## config.mk

```make
export PLATFORM = sky130hd
export DESIGN_NAME = xnor_cmp_sched
export DESIGN_NICKNAME = d
export VERILOG_FILES = /design/src/rtl/xnor_cmp_pkg.sv /design/src/rtl/xnor_rr_arbiter.sv /design/src/rtl/xnor_cmp_sched.sv
export SDC_FILE = /design/constraint.sdc
export NUM_CORES = 1
export LEC_CHECK = 0
export CORE_MARGIN = 2
export CORE_UTILIZATION = 34
export DETAILED_ROUTE_END_ITERATION = 12
export PLACE_DENSITY = 0.7
export SLEW_MARGIN = 20
export SYNTH_ARGS = -nofsm -noshare
export SYNTH_HDL_FRONTEND = slang
export SYNTH_HIERARCHICAL = 1
export SYNTH_SLANG_ARGS = --single-unit
export TNS_END_PERCENT = 5
```

## constraint.sdc

```tcl
create_clock -name clk -period 4.7 [get_ports clk]
set_input_delay 1.41 -clock clk [delete_from_list [all_inputs] [get_ports clk]]
set_output_delay 1.41 -clock clk [all_outputs]
set_load 0.03 [all_outputs]
```

## src/rtl/xnor_cmp_pkg.sv

```systemverilog
// Shared types and helpers for the xnor_cmp_sched compare scheduler.
package xnor_cmp_pkg;

  // Output register state: empty, or holding a result for the consumer.
  typedef enum logic {
    S_IDLE = 1'b0,
    S_HOLD = 1'b1
  } state_e;

  localparam int STAT_W = 16;

  // Round-robin pointer successor with wrap at n.
  function automatic int rr_next(input int idx, input int n);
    return (idx >= n - 1) ? 0 : idx + 1;
  endfunction

endpackage

```

## src/rtl/xnor_rr_arbiter.sv

```systemverilog
// Combinational round-robin arbiter: grants the first asserted request
// found when searching ptr, ptr+1, ... (mod NUM_REQ). No grant when en=0.
module xnor_rr_arbiter #(
  parameter int NUM_REQ = 4,
  parameter int ID_W    = (NUM_REQ > 1) ? $clog2(NUM_REQ) : 1
) (
  input  logic [NUM_REQ-1:0] req,
  input  logic [ID_W-1:0]    ptr,
  input  logic               en,
  output logic [NUM_REQ-1:0] gnt,
  output logic [ID_W-1:0]    gnt_id
);

  int   idx;
  logic found;

  // Rotating priority search starting at ptr; first hit wins.
  always_comb begin
    gnt    = '0;
    gnt_id = '0;
    found  = 1'b0;
    idx    = 0;
    if (en) begin
      for (int off = 0; off < NUM_REQ; off++) begin
        idx = int'(ptr) + off;
        if (idx >= NUM_REQ) idx = idx - NUM_REQ;
        if (!found && req[idx]) begin
          found    = 1'b1;
          gnt[idx] = 1'b1;
          gnt_id   = ID_W'(idx);
        end
      end
    end
  end

endmodule

```

## src/rtl/xnor_cmp_sched.sv

```systemverilog
// Shares one registered XNOR compare datapath among NUM_REQ requesters
// with round-robin arbitration and a single valid/ready result port.
// Optional statistics counters: define XNOR_CMP_SCHED_STATS_EN.
//
// Handshake: a transfer happens on any edge where valid and ready are both
// high on the same port; valid never depends on ready of the same port,
// and req_ready is one-hot or zero.
module xnor_cmp_sched
  import xnor_cmp_pkg::*;
#(
  parameter int WIDTH   = 4,
  parameter int NUM_REQ = 4,
  parameter int ID_W    = (NUM_REQ > 1) ? $clog2(NUM_REQ) : 1
) (
  input  logic                     clk,
  input  logic                     rst_n,
  input  logic [NUM_REQ-1:0]       req_valid,
  output logic [NUM_REQ-1:0]       req_ready,
  input  logic [NUM_REQ*WIDTH-1:0] req_a,
  input  logic [NUM_REQ*WIDTH-1:0] req_b,
  output logic                     out_valid,
  input  logic                     out_ready,
  output logic [WIDTH-1:0]         out_y,
  output logic                     out_match,
  output logic [ID_W-1:0]          out_id,
  output state_e                   dbg_state
`ifdef XNOR_CMP_SCHED_STATS_EN
  ,
  output logic [STAT_W-1:0]        stat_xfers,
  output logic [STAT_W-1:0]        stat_miss
`endif
);

  state_e             state_q, state_d;
  logic [ID_W-1:0]    rr_ptr_q, rr_ptr_d;
  logic [WIDTH-1:0]   y_q, y_d;
  logic               match_q, match_d;
  logic [ID_W-1:0]    id_q, id_d;

  logic               can_accept;
  logic               arb_en;
  logic [NUM_REQ-1:0] gnt;
  logic [ID_W-1:0]    gnt_id;
  logic               xfer;
  logic [WIDTH-1:0]   sel_a, sel_b, y_new;

  // Accept when the output register is empty or is being drained this cycle;
  // reset also masks the grant so req_ready stays low during reset.
  assign can_accept = (state_q == S_IDLE) | out_ready;
  assign arb_en     = can_accept & rst_n;

  xnor_rr_arbiter #(
    .NUM_REQ (NUM_REQ),
    .ID_W    (ID_W)
  ) u_arb (
    .req    (req_valid),
    .ptr    (rr_ptr_q),
    .en     (arb_en),
    .gnt    (gnt),
    .gnt_id (gnt_id)
  );

  // Grant is only issued on a valid request, so any grant is a transfer.
  assign req_ready = gnt;
  assign xfer      = |gnt;
  assign sel_a     = req_a[int'(gnt_id)*WIDTH +: WIDTH];
  assign sel_b     = req_b[int'(gnt_id)*WIDTH +: WIDTH];
  assign y_new     = ~(sel_a ^ sel_b);

  // Next-state, result capture and pointer advance.
  always_comb begin
    state_d  = state_q;
    rr_ptr_d = rr_ptr_q;
    y_d      = y_q;
    match_d  = match_q;
    id_d     = id_q;
    case (state_q)
      S_IDLE:  if (xfer) state_d = S_HOLD;
      S_HOLD:  if (out_ready && !xfer) state_d = S_IDLE;
      default: state_d = S_IDLE;
    endcase
    if (xfer) begin
      y_d      = y_new;
      match_d  = &y_new;
      id_d     = gnt_id;
      rr_ptr_d = ID_W'(rr_next(int'(gnt_id), NUM_REQ));
    end
  end

  // State, pointer and output data registers.
  always_ff @(posedge clk or negedge rst_n) begin
    if (!rst_n) begin
      state_q  <= S_IDLE;
      rr_ptr_q <= '0;
      y_q      <= '0;
      match_q  <= 1'b0;
      id_q     <= '0;
    end else begin
      state_q  <= state_d;
      rr_ptr_q <= rr_ptr_d;
      y_q      <= y_d;
      match_q  <= match_d;
      id_q     <= id_d;
    end
  end

  assign out_valid = (state_q == S_HOLD);
  assign out_y     = y_q;
  assign out_match = match_q;
  assign out_id    = id_q;
  assign dbg_state = state_q;

`ifdef XNOR_CMP_SCHED_STATS_EN
  logic [STAT_W-1:0] xfers_q, xfers_d;
  logic [STAT_W-1:0] miss_q, miss_d;

  // Saturating transfer and mismatch counters.
  always_comb begin
    xfers_d = xfers_q;
    miss_d  = miss_q;
    if (xfer && (xfers_q != '1)) xfers_d = xfers_q + 1'b1;
    if (xfer && !(&y_new) && (miss_q != '1)) miss_d = miss_q + 1'b1;
  end

  // Counter registers.
  always_ff @(posedge clk or negedge rst_n) begin
    if (!rst_n) begin
      xfers_q <= '0;
      miss_q  <= '0;
    end else begin
      xfers_q <= xfers_d;
      miss_q  <= miss_d;
    end
  end

  assign stat_xfers = xfers_q;
  assign stat_miss  = miss_q;
`endif

endmodule
```

; ---- Word-level counts from Yosys, hierarchy flattened
; Cells that the tools add are included.
[totals]
mem_bits_rw = 0
word_cells = 101
input_bits = 39
reg_bits = 10
mem_bits_ro = 0
latchBits = 0
mem_count = 0
output_inout_bits = 13
[op_classes]
multipliers = 0
n_lt_le_gt_ge = 13
muxes = 51
reduce_logical = 14
n_bitwise = 8
n_div = 0
n_addsub = 8
n_eq_ne = 0
shifts = 2
[ops]
columns = cell, count
row1 = 2-to-1 mux 32 bit, 8
row2 = ">= comparator 32 x 1 -> 1 bit, second input constant", 4
row3 = "less-than comparator 32 x 4 -> 1 bit, second input constant", 4
row4 = ">= comparator 32 x 4 -> 1 bit, second input constant", 3
row5 = "subtractor 32 x 4 -> 32 bit, second input constant", 3
row6 = 2-to-1 mux 4 bit, 8
row7 = variable part select 16 x 5 -> 4 bit, 2
row8 = 2-to-1 mux 1 bit, 20
row9 = 2-to-1 mux 2 bit, 6
row10 = bitwise OR 4 bit, 3
row11 = binary-select mux 1 bit (select 2 bit), 4
row12 = demux 1 bit (select 2 bit), 4
row13 = logical AND 1 bit, 8
row14 = "adder 2 x 2 -> 3 bit, second input constant", 2
row15 = zero test 1 bit, 4
row16 = inverter 4 bit, 1
row17 = AND reduction 4 bit, 1
row18 = OR reduction 4 bit, 1
row19 = "subtractor 2 x 3 -> 4 bit, second input constant", 1
row20 = XOR 4 bit, 1
row21 = "adder 2 x 1 -> 3 bit, second input constant", 1
row22 = ">= comparator 2 x 3 -> 1 bit, second input constant", 1
row23 = "adder 2 x 1 -> 2 bit, second input constant", 1
row24 = ">= comparator 2 bit, second input constant", 1
row25 = 4 further kinds, 4

; ---- Longest topological paths before layout
; Gate-level depths: netlist (run 1).
[depth]
word_depth = 26
depth_mapped = 12
ltp_nobuf = 10

; ---- Hierarchy
; The synthesis (run 1) kept the hierarchy.
[by_module_without_submodules]
columns = mod, cells_per_inst, seq_area_each_um2, area_per_inst_um2, instances
row1 = xnor_cmp_sched, 60, 250.2, 644.4, 1
row2 = xnor_rr_arbiter, 57, 0.0, 524.3, 1

; ---- Worst setup path after synthesis (run 1)
; Ideal clock, no wire load.
[synth_path]
path_type = input to output
startpoint = in req_valid[3]
endpoint = out req_ready[2]
required_time_ps = 3290
stages = 5
slack_ps = 354
path_buffers = 2
arrival_ps = 2936
cell_sequence = buf_4 > mux4_1 > buf_2 > nor4_4 > a32o_1
[synth_between]
elab_chain_cells = 17
elab_cells_between_ends = 35
classes_between = mux (26) / bitwise (3) / reduce/logical (6)
[synth_lines]
columns = element, line
row1 = start: declaration, xnor_cmp_sched.sv:17  ; input logic [NUM_REQ-1:0] req_valid,
row2 = binary-select mux 1 bit (select 2 bit), xnor_rr_arbiter.sv:27  ; if (!found && req[idx]) begin
row3 = 2-to-1 mux 1 bit (not written as such) (2 in series), xnor_rr_arbiter.sv:27
row4 = 2-to-1 mux 1 bit, xnor_rr_arbiter.sv:27
row5 = 2-to-1 mux 1 bit, xnor_rr_arbiter.sv:23  ; if (en) begin
row6 = zero test 1 bit, xnor_rr_arbiter.sv:27
row7 = logical AND 1 bit, xnor_rr_arbiter.sv:27
row8 = 2-to-1 mux 1 bit, xnor_rr_arbiter.sv:27
row9 = 2-to-1 mux 1 bit, xnor_rr_arbiter.sv:23
row10 = zero test 1 bit, xnor_rr_arbiter.sv:27
row11 = logical AND 1 bit, xnor_rr_arbiter.sv:27
row12 = 2-to-1 mux 1 bit, xnor_rr_arbiter.sv:27
row13 = 2-to-1 mux 1 bit, xnor_rr_arbiter.sv:23
row14 = zero test 1 bit, xnor_rr_arbiter.sv:27
row15 = logical AND 1 bit, xnor_rr_arbiter.sv:27
row16 = 2-to-1 mux 4 bit *, xnor_rr_arbiter.sv:27
row17 = 2-to-1 mux 4 bit *, xnor_rr_arbiter.sv:23
row18 = end: declaration, xnor_cmp_sched.sv:18  ; output logic [NUM_REQ-1:0] req_ready,
; Mark *: on every way between the ends. The rest lies on a longest branch, timed or not. The select of a mux whose other input is x is not followed.

; ---- Worst setup path in the final report (run 1)
[layout_path]
startpoint = in req_valid[0]
endpoint = out req_ready[0]
; The elaborated chain is that of the path after synthesis.

==> run summary, run 1 <==
For the number of clock buffers inserted by TritonCTS, the log shows 3. In this run the power density over the cells is 567.2 nW/um^2. The floorplan step set the die height to 62.63 um. The tool flagged a number of max-cap violations equal to 0.

At the end of the flow, the number of nets in the layout was 228. For this run the aggregate overflow at the end of global routing stands at 0. After detailed routing, the number of vias per cell comes to 5.000.

The tree is rooted in a sky130_fd_sc_hd__clkbuf_4. The tools report the count of antenna-violating nets left after detailed routing as 0. The maximum count of clock buffers along a single path was 2; the detailed-route wire length was 2855 um. Across the routed clock network, the largest skew measured is 0.002258 ns. The worst setup path is launched from a primary input. Entering global routing, the biggest net connects 15 pins. The first global-routing pass estimated 4981 um of wire. The worst setup path is of the primary input to output pin kind. The global-route total usage across every layer was 15.55%; the final core utilization was 56.01%. In this run the worst hold path is classified as flop to flop. The analysis attributes to cell leakage a power of 0.7956 nW.

For the total iterations of the first detailed-routing run, the log shows 4. The HPWL after detailed placement is 2421 um. The post-synthesis instance area is 1169 um^2. In this run the count of I/O pins placed on the die edge is 52. For the number of antenna violations at the first check in global routing, the log shows 0.

The run gives 35.30% as the initial core utilization. The maximum frequency from static timing analysis is 222.6 MHz. Type of destination of the critical path: an output pin. After clock tree synthesis, the clock-pin slew on the worst setup and hold paths is 0.06 ns. The congestion estimate from routability-driven global placement came to 0.7693.

The data arrival time of the worst path is 3.08 ns. The share of post-route cells with drive strength above 1 came out at 24.59%. For the number of levels in the clock H-tree, the log shows 1. The tools report the number of warning messages in the yosys log as 6. For met3 alone, demand over resource in global routing was 2.883%. The combinational family with the most area after synthesis is compound AO/OA/AOI/OAI gates. For the data required time at the worst endpoint, the log shows 3.29 ns. In the post-synthesis netlist, the biggest area contributors are sky130_fd_sc_hd__dfrtp_1 (21%), sky130_fd_sc_hd__xnor2_1 (7.5%), sky130_fd_sc_hd__mux2_2 (6.7%), sky130_fd_sc_hd__mux4_2 (5.8%), sky130_fd_sc_hd__ha_1 (5.4%).

For the worst-skew pair, the clock arrives at the later sink with an insertion delay of 0.26 ns. Once layout is done, the placed cells without fillers occupy 1854 um^2. Counting every sink on the clock net gives 10. Setup repair after global routing left no endpoint under its margin.

Peak supply drop: 0.1609 mV. Layer with the highest usage: met2. The post-synthesis to final-layout area growth works out to 58.67%.

Global routing used 17.47% of the available met1 tracks. The DRC marker count from the first detailed-route iteration is 50, and the count of antenna diodes in the layout is 0. Cell accounting for the most synthesized area: sky130_fd_sc_hd__dfrtp_1.

The portion of synthesized area spent on multiplexers is 17.88%. Of the synthesized area, sequential elements account for 21.41%. The area enclosed by the die boundary is 3922 um^2. Post-CTS timing repair inserted 0 buffers for setup. In this run the worst path has a maximum fanout of 6. Measured along the x axis, the die boundary spans 62.63 um. The total design power was 1.052 mW. The logs give 0 for the count of pins over their slew limit and 21 for the number of core rows.

For this run, design rule violations remaining after detail routing come to 0. The synthesized design contains 10 register bits. Number of global-route vias before repair: 1166. The run gives 1812 um^2 as the placed cell area. After Yosys synthesis, XOR and XNOR cells account for 11.99% of the synthesized area. Global routing usage on met2: 27.96%. Total vias in the final route: 1145. The cell count after synthesis came out at 117. The arithmetic-cell share of the synthesized area counting full adders, half adders and majority gates was 5.353%. During placement, the flow inserted port buffers numbering 51. Synthesis produced a netlist with a net count of 161. The average instance in the mapped netlist occupies 9.988 um^2. The distinct cell type count after synthesis was 38; the area fraction in compound gates after synthesis was 20.99%. The portion of the clock cycle consumed by the worst path in the final layout was 95.60%; the worst max-slew margin expressed relative to the limit was 68.60%. The transition time at the pin with the least slew margin was 0.4675 ns.

The flow ran to the end, and the final reports show no timing, DRC or antenna violations. The fraction of post-synthesis cell area in the top cell type by area came out at 21.41%. The share of synthesized cell area in and, or, nand and nor gates works out to 15.85%. TritonCTS built the clock tree. The detail-routed net length per standard cell works out to 12.47 um. The core region is 3311 um^2. The smallest clock period supported by the final layout is computed as 4.493 ns. The tools report the total count of hold-check failures in the final report as 0. Setup violations remaining at the end of the flow were counted as 0.
[critical path, stage by stage]
cell and delay [ns]:
sky130_fd_sc_hd__dlygate4sd2_1 0.28, sky130_fd_sc_hd__mux4_2 0.55, sky130_fd_sc_hd__buf_4 0.18, sky130_fd_sc_hd__nor2b_4 0.14, sky130_fd_sc_hd__a221o_1 0.16, sky130_fd_sc_hd__a32o_2 0.22
sky130_fd_sc_hd__buf_6 0.14
[Yosys cell counts]
library cell               number
sky130_fd_sc_hd__a211o_2        1
sky130_fd_sc_hd__a211oi_1       1
sky130_fd_sc_hd__a21oi_1        4
sky130_fd_sc_hd__a221o_1        4
sky130_fd_sc_hd__a221oi_1       2
sky130_fd_sc_hd__a222oi_1       1
sky130_fd_sc_hd__a22o_1         1
sky130_fd_sc_hd__a31oi_1        1
sky130_fd_sc_hd__a32o_1         4
sky130_fd_sc_hd__and2_1         1
sky130_fd_sc_hd__and2b_1        1
sky130_fd_sc_hd__buf_2          4
sky130_fd_sc_hd__buf_4          2
sky130_fd_sc_hd__buf_6          2
sky130_fd_sc_hd__dfrtp_1       10
sky130_fd_sc_hd__ha_1           5
sky130_fd_sc_hd__inv_1          5
sky130_fd_sc_hd__mux2_2         7
sky130_fd_sc_hd__mux2i_1        1
sky130_fd_sc_hd__mux4_1         2
sky130_fd_sc_hd__mux4_2         3
sky130_fd_sc_hd__nand2_1        9
sky130_fd_sc_hd__nand2b_1       6
sky130_fd_sc_hd__nor2_1         4
sky130_fd_sc_hd__nor2b_1        3
sky130_fd_sc_hd__nor2b_4        1
sky130_fd_sc_hd__nor4_4         2
sky130_fd_sc_hd__nor4bb_1       1
sky130_fd_sc_hd__o211ai_1       1
sky130_fd_sc_hd__o21ai_0        4
sky130_fd_sc_hd__o21ai_1        1
sky130_fd_sc_hd__o22ai_1        3
sky130_fd_sc_hd__o311ai_0       1
sky130_fd_sc_hd__o31ai_1        1
sky130_fd_sc_hd__o32ai_1        1
sky130_fd_sc_hd__o41ai_1        1
sky130_fd_sc_hd__xnor2_1       10
sky130_fd_sc_hd__xor2_1         6
[stage by stage]
step / cells / TNS [ns] / hold slack, ns / setup WS (ns)
after floorplan: 117 / 0 / 0.5276 / 0.3536
after global placement: 225 / -0.05597 / 0.4641 / -0.05488
after detailed placement: 225 / -0.3113 / 0.4759 / -0.1172
after CTS: 229 / 0 / 0.4910 / 0.004878
after global routing: 229 / 0 / 0.5183 / 0.1325
final: 229 / 0 / 0.4874 / 0.2070
[kinds of logic after synthesis]
family,after synthesis
AOI/OAI and AO/OA,32
xor gates and xnor gates,16
adders and majority gates,5
buffers and inverters,13
DFF,10
muxes,13
and+or+nand+nor,28
[layer usage]
layer / share of wire, % / wire length (um)
met5: 0 / 0
met4: 0.74 / 21
met3: 6.9 / 198
met2: 52 / 1490
met1: 40 / 1144
[placed cells by master, fill, tap and decap left out, types with 3 or more instances in the layout]
cell / n
sky130_fd_sc_hd__clkdlybuf4s50_1: 43
sky130_fd_sc_hd__buf_4: 22
sky130_fd_sc_hd__xnor2_1: 10
sky130_fd_sc_hd__dfrtp_1: 10
sky130_fd_sc_hd__nand2_1: 9
sky130_fd_sc_hd__mux2_2: 7
sky130_fd_sc_hd__nand2b_1: 6
sky130_fd_sc_hd__xor2_1: 6
sky130_fd_sc_hd__ha_1: 5
sky130_fd_sc_hd__inv_1: 5
sky130_fd_sc_hd__nor2_1: 4
sky130_fd_sc_hd__o21ai_0: 4
sky130_fd_sc_hd__mux4_2: 4
sky130_fd_sc_hd__a21oi_1: 4
sky130_fd_sc_hd__a221o_1: 4
sky130_fd_sc_hd__nor2b_1: 3
sky130_fd_sc_hd__o22ai_1: 3
sky130_fd_sc_hd__clkbuf_4: 3
sky130_fd_sc_hd__a32o_2: 3
[flip-flops by register name, summed over array words and instances, names as in the netlist]
| signal | count |
|---|---|
| dbg_state | 1 |
| out_y | 4 |
| out_match | 1 |
| rr_ptr_q | 2 |
| out_id | 2 |
[timing repair]
action / CTS / global route
gates resized for setup: 7 / 2
hold endpoints to repair: 0 / 0
pin swaps: 0 / 0
endpoints found under the setup margin: 4 / 4
hold buffers: 0 / 0
[final timing paths]
| kind | startpoint | depth (start not counted) | slack, ns | endpoint |
|---|---|---|---|---|
| setup / recovery | req_valid[0] | 7 | 0.21 | req_ready[0] |
| min in group asynchronous | rst_n | 2 | 1.46 | out_id[1] |
| hold / removal | out_y[0] | 2 | 0.49 | out_y[0] |
| setup reg to reg | rr_ptr_q[1] | 10 | 1.11 | out_y[2] |
| max in group asynchronous | rst_n | 2 | 3.11 | out_y[0] |
| hold reg to reg | out_y[0] | 2 | 0.49 | out_y[0] |
[cell type report]
cell class | instances | area [um^2]
inverter | 5 | 18.77
multi-input combinational | 94 | 842.1
sequential | 10 | 250.2
fill | 314 | 1456
timing repair buffer | 70 | 649.4
clock buffer | 4 | 36.28
tap | 46 | 57.56
[power breakdown]
part,total (mW),switching (mW),internal [mW],leakage [nW]
registers,0.158,0.0298,0.128,0.125
clock network,0.0763,0.0293,0.0470,0.0210
logic,0.818,0.410,0.407,0.650
(Power assumes the default switching activity.)
==> inputs of run 2 (changes only) <==
- ABC_CLOCK_PERIOD_IN_PS: not set -> 4700
==> results of run 2 <==
Final layout, timing and power as in run 1 (identical DEF).
==> inputs of run 3 (changes only) <==
- CAP_MARGIN: not set -> 20
==> results of run 3 <==
Final layout, timing and power as in run 1 (identical DEF).
